==> src/rtl/pipe_stage_skid.sv <==
// rtl/pipe_stage_skid.sv - valid/ready pipeline stage with 2-entry skid buffer and synchronous flush
// Optional performance counters are built only when STAGE_PERF_EN is defined.
module pipe_stage_skid #(
  parameter int DATA_W = 107,
  parameter int CNT_W  = 16
) (
  input  logic              stg_clk,
  input  logic              reset,
  input  logic              stg_x,
  input  logic              in_valid,
  output logic              in_ready,
  input  logic [DATA_W-1:0] in_data,
  output logic              out_valid,
  input  logic              out_ready,
  output logic [DATA_W-1:0] out_data,
  output logic [1:0]        occupancy,
  output logic [CNT_W-1:0]  stall_cnt,
  output logic [CNT_W-1:0]  flush_cnt
);

  typedef enum logic [1:0] {
    ST_EMPTY = 2'd0,
    ST_BUSY  = 2'd1,
    ST_FULL  = 2'd2
  } state_t;

  state_t            state_q, state_d;
  logic [DATA_W-1:0] main_q, main_d;
  logic [DATA_W-1:0] skid_q, skid_d;
  logic              in_fire;
  logic              out_fire;

  always_ff @(posedge stg_clk or posedge reset) begin
    if (reset) begin
      state_q <= ST_EMPTY;
      main_q  <= '0;
      skid_q  <= '0;
    end else begin
      state_q <= state_d;
      main_q  <= main_d;
      skid_q  <= skid_d;
    end
  end

  assign in_fire  = in_valid & in_ready;
  assign out_fire = out_valid & out_ready;

  // Flush wins over any handshake; a concurrent out_fire still counts downstream.
  always_comb begin
    state_d = state_q;
    main_d  = main_q;
    skid_d  = skid_q;
    if (stg_x) begin
      state_d = ST_EMPTY;
      main_d  = '0;
      skid_d  = '0;
    end else begin
      case (state_q)
        ST_EMPTY: begin
          if (in_fire) begin
            state_d = ST_BUSY;
            main_d  = in_data;
          end
        end
        ST_BUSY: begin
          if (in_fire && out_fire) begin
            main_d = in_data;
          end else if (in_fire) begin
            state_d = ST_FULL;
            skid_d  = in_data;
          end else if (out_fire) begin
            state_d = ST_EMPTY;
            main_d  = '0;
          end
        end
        ST_FULL: begin
          if (out_fire) begin
            state_d = ST_BUSY;
            main_d  = skid_q;
            skid_d  = '0;
          end
        end
        default: begin
          state_d = ST_EMPTY;
          main_d  = '0;
          skid_d  = '0;
        end
      endcase
    end
  end

  // in_ready is registered-state only so it never combinationally follows out_ready.
  always_comb begin
    out_valid = 1'b0;
    occupancy = 2'd0;
    in_ready  = 1'b0;
    out_data  = '0;
    case (state_q)
      ST_EMPTY: begin
        occupancy = 2'd0;
        in_ready  = ~stg_x;
      end
      ST_BUSY: begin
        out_valid = 1'b1;
        occupancy = 2'd1;
        in_ready  = ~stg_x;
        out_data  = main_q;
      end
      ST_FULL: begin
        out_valid = 1'b1;
        occupancy = 2'd2;
        out_data  = main_q;
      end
      default: begin
        out_valid = 1'b0;
      end
    endcase
  end

`ifdef STAGE_PERF_EN
  localparam logic [CNT_W-1:0] CNT_MAX = '1;

  logic [CNT_W-1:0] stall_cnt_q, stall_cnt_d;
  logic [CNT_W-1:0] flush_cnt_q, flush_cnt_d;

  always_comb begin
    stall_cnt_d = stall_cnt_q;
    flush_cnt_d = flush_cnt_q;
    if (out_valid && !out_ready && stall_cnt_q != CNT_MAX) begin
      stall_cnt_d = stall_cnt_q + CNT_W'(1);
    end
    if (stg_x && state_q != ST_EMPTY && flush_cnt_q != CNT_MAX) begin
      flush_cnt_d = flush_cnt_q + CNT_W'(1);
    end
  end

  always_ff @(posedge stg_clk or posedge reset) begin
    if (reset) begin
      stall_cnt_q <= '0;
      flush_cnt_q <= '0;
    end else begin
      stall_cnt_q <= stall_cnt_d;
      flush_cnt_q <= flush_cnt_d;
    end
  end

  assign stall_cnt = stall_cnt_q;
  assign flush_cnt = flush_cnt_q;
`else
  assign stall_cnt = '0;
  assign flush_cnt = '0;
`endif

endmodule

==> config.mk <==
export PLATFORM = sky130hd
export DESIGN_NAME = pipe_stage_skid
export DESIGN_NICKNAME = d
export VERILOG_FILES = /design/src/rtl/pipe_stage_skid.sv
export SDC_FILE = /design/constraint.sdc
export NUM_CORES = 1
export LEC_CHECK = 0
export BUFFER_PORTS_ARGS = -buffer_cell sky130_fd_sc_hd__buf_2
export CORE_MARGIN = 2
export CORE_UTILIZATION = 55
export CTS_BUF_LIST = sky130_fd_sc_hd__clkbuf_4 sky130_fd_sc_hd__clkbuf_8 sky130_fd_sc_hd__clkbuf_16
export DETAILED_ROUTE_END_ITERATION = 12
export PLACE_DENSITY = 0.81
export SLEW_MARGIN = 20
export SYNTH_ARGS = -nofsm -noshare
export SYNTH_HDL_FRONTEND = slang
export SYNTH_SLANG_ARGS = --single-unit
==> constraint.sdc <==
create_clock -name stg_clk -period 9.8 [get_ports stg_clk]
set_input_delay 1.96 -clock stg_clk [delete_from_list [all_inputs] [get_ports stg_clk]]
set_output_delay 1.96 -clock stg_clk [all_outputs]
set_load 0.005 [all_outputs]
==> impl_summary.md <==
Status
The flow ran to the end, and the final reports show no timing, DRC or antenna violations.

Timing
Setup violations remaining at the end of the flow were counted as 0. The setup skew after layout is 7.770 ps. The clock period minus final worst setup slack is 4433 ps. The highest attainable clock frequency is around 0.23 GHz. The final clock period utilization by the worst path is 45.23%. Setup repair after global routing left no endpoint under its margin. The count of final max-slew check failures is 0. Headroom to the max-slew limit came out at between 30% and 40%. The final setup slack of the worst path is ~5400 ps.

The final-report hold violation count is 0. At the pin with the least slew margin, the transition time is ~1000 ps. The setup TNS is 0 ps.

Clock network
The clock transition at the registers of the reported paths is 50 ps. The longest clock path from root to sink contains 3 buffers. The CTS tree is built. Once the clock tree was built, the resizer swapped 0 gates to a different size.

The hold-fix buffer count after cts is 0. At the later pin of the worst-skew pair, clock insertion delay measures about 500 ps. The number of buffers inserted to repair setup after CTS is 0. CTS built an H-tree with a depth of 1. The clock buffer count from CTS is 24. For this design, the sink count on the clock tree is 216. The cell at the root of the clock tree is clkbuf_16.

Detailed routing
The routed wire length per instance is 19.17 um. The number of iterations in the first detailed-routing pass is 5. The final antenna-violating net count is 0. The detailed-route via count is around 9,600. The per-cell via count in the routed design is between 6 and 7.

In the routed design, unresolved DRC markers number 0. Wires add up to 30,310 um. The violation count after the first detailed-route iteration is about 700.

Synthesis
The count of distinct cell types in the synthesized netlist is 32. The total number of yosys warnings is 0. The number of instances in the synthesized netlist is about 1,200. The synthesized area is between 0.01 and 0.015 mm^2. The share of the Yosys chip area taken by registers is between 40% and 50%. The flip-flop and latch count after synthesis is 216.

The per-instance average area after synthesis is about 10 um^2.

Critical path
The worst setup path is launched from an input port. The largest incremental delay on the critical path is approximately 210 ps. The slowest stage of the critical path belongs to the cell nor2_1. The cell with the most instances on the worst path is buf_2. Walking the worst path, the cells encountered are buf_2 -> nor2_1 -> buf_2. The required time of the critical path is between 7000 and 8000 ps.

The worst setup path is captured at a primary output. For the worst setup path, the data arrival time is ~2500 ps. Among cell families on the critical path, the largest total delay comes from buffers and inverters. The launching element of the worst setup path is stg_x. The source of the worst register-to-register timing path is state_q[1]. The critical path contains buffers and inverters numbering 2 combined. The setup path with the least slack is of type input port to primary output. The highest net fanout along the worst path is 7.

Power and ir drop
Summed over all cells, the static leakage comes to roughly 6.5 nW. The worst ir drop on vdd is ~0.00014 V. Power spread over the standard cell area amounts to about 240 mW/mm^2. The total design power is between 3 and 4 mW.

Floorplanning
The area inside the core boundary is around 0.020 mm^2. The initial utilization of the core area, before any placement, comes to 56.38%. The die area is around 0.022 mm^2. The die boundary width is roughly 150 um. During I/O placement, the number of pins put on the boundary was about 260. Row generation in the floorplan step produced between 50 and 60 rows.

The height of the chip is 148.5 um.

Finish
The count of non-filler cells in the finished layout is 1,581. The layout cell share with drive strength beyond 1 is 22.45%. The sequential cell area is roughly 0.0054 mm^2. Summing all multi-input logic gate instances after layout gives 0.004692 mm^2. The final layout contains ~1,400 nets. From synthesis to final layout, the design area changed by 15.33%. With fillers left out, the area of the finished cells amounts to ~0.013 mm^2.

After filler insertion, the fill cell instance count of the layout stands at around 1,700.

GRT
The number of global-route vias before repair was between 9,000 and 10,000. The largest net degree at the start of global routing is 140. The initial antenna violation count is 8. Global routing used 26.99% of the available tracks. The global-route wire length before repair is 49,350 um. The leftover overflow at the end of global routing is 0.

Placed design
The number of input and output port buffers inserted is 222. The routability congestion estimate from global placement is 0.7735. The placed cell count is 1,539. The placed wire-length estimate is about 17,000 um. Summing all placed instances gives a cell area of between 0.01 and 0.015 mm^2. Before CTS, the worst setup slack after placement is approximately 5400 ps.

Flow run
Max-cap violations in this run came to 0.

Hold path
The class of the most critical hold timing path is register to register. The worst hold path startpoint is main_q[85].
-- cells by family (layout without fill, tap and decap cells) --
kind of cell               after synthesis  count (layout)  share of synthesized area [%]
AOI/OAI and AO/OA                      437             437                          31.84
adders and majority gates                6               6                         0.6538
buffers and inverters                  368             490                          13.68
DFF                                    216             216                          47.07
muxes                                    1               1                        0.08718
other                                    1              38                        0.03266
and+or+nand+nor                        123             123                          6.636
-- per-stage QoR --
stage / utilization [%] / hold slack, ps
2_1_floorplan: - / 448.1
3_3_place_gp: 61.25 / 463.3
3_5_place_dp: 61.25 / 465.6
4_1_cts: 64.95 / 482.0
5_1_grt: 65.02 / 490.3
6_report: 65.03 / 475.6
-- where the power goes --
part | total (mW) | leakage [nW] | internal [mW] | switching (mW)
combinational | 1.14 | 3.16 | 0.394 | 0.746
clock | 0.879 | 0.377 | 0.526 | 0.353
sequential | 1.19 | 2.96 | 1.08 | 0.108
-- routing by layer --
layer / up-vias / GRT usage [%] / part of all wire, %
li1: 4405 / - / -
met1: 4735 / 37.21 / 42
met2: 392 / 44.54 / 48
met3: 53 / 3.712 / 7.1
met4: 2 / 8.762 / 2.4
met5: - / 0 / 0.036
-- worst paths after layout --
check | to | slack (ps) | depth (start not counted)
worst max-delay path | in_ready | 5370 | 3
worst min register to register | main_q[85] | 480 | 1
min in group asynchronous | skid_q[24] | 1630 | 2
max in group asynchronous | skid_q[19] | 6460 | 3
worst min-delay path | main_q[85] | 480 | 1
worst max register to register | skid_q[87] | 6030 | 7
-- cell usage in the layout (no fill, tap or decap), types with 2 or more instances in the layout --
cell type,instances
buf_2,222
inv_1,218
dfrtp_1,216
o2bb2ai_1,108
a22o_1,107
a31oi_1,107
and2_1,107
o32ai_1,96
conb_1,32
clkbuf_16,25
buf_4,13
o32ai_2,11
diode_2,6
nor2_1,4
ha_1,4
clkbuf_4,4
clkbuf_8,4
a21boi_1,2
nand2_1,2
nor2b_1,2
ha_4,2
-- synthesized netlist by cell type, drive strengths merged --
cell	instances	area, um^2
nand2	2	7.510
clkbuf	86	322.8
a22o	107	937.2
a21boi	2	15.01
inv	219	822.0
buf	63	425.4
nand2b	1	6.260
dfrtp	216	5405
nor2	4	15.01
or3	2	12.51
a21oi	1	5.000
nor2b	2	12.51
o2bb2ai	108	945.9
o211ai	1	12.51
and4b	1	10.01
conb	1	3.750
o31ai	1	7.510
a2111oi	1	8.760
o32ai	107	1020
a211oi	1	7.510
and2	108	675.7
nand3	1	5.000
nand4	1	6.260
and4	1	11.26
o41ai	1	27.53
ha	6	75.07
a31oi	107	669.4
mux2i	1	10.01
-- layout make-up --
type	count	share of cell area [%]
Inverter	219	6.264
Tap cell	270	2.551
Timing Repair Buffer	235	9.127
Clock buffer	33	5.367
Sequential cell	216	40.82
Clock inverter	3	0.3307
Antenna cell	6	0.1134
Multi-Input combinational cell	599	35.43
-- worst register-to-register path, stage by stage (launching register included) --
cell	delay, ps
dfrtp_1	440
inv_1	140
ha_4	880
a21boi_1	300
o41ai_4	340
buf_4	560
buf_4	690
o32ai_1	250
-- sequential cells by signal (all words and copies together) (netlist names) --
name     count
main_q     107
state_q      2
skid_q     107
No activity file was read; power rests on OpenSTA's default activity.
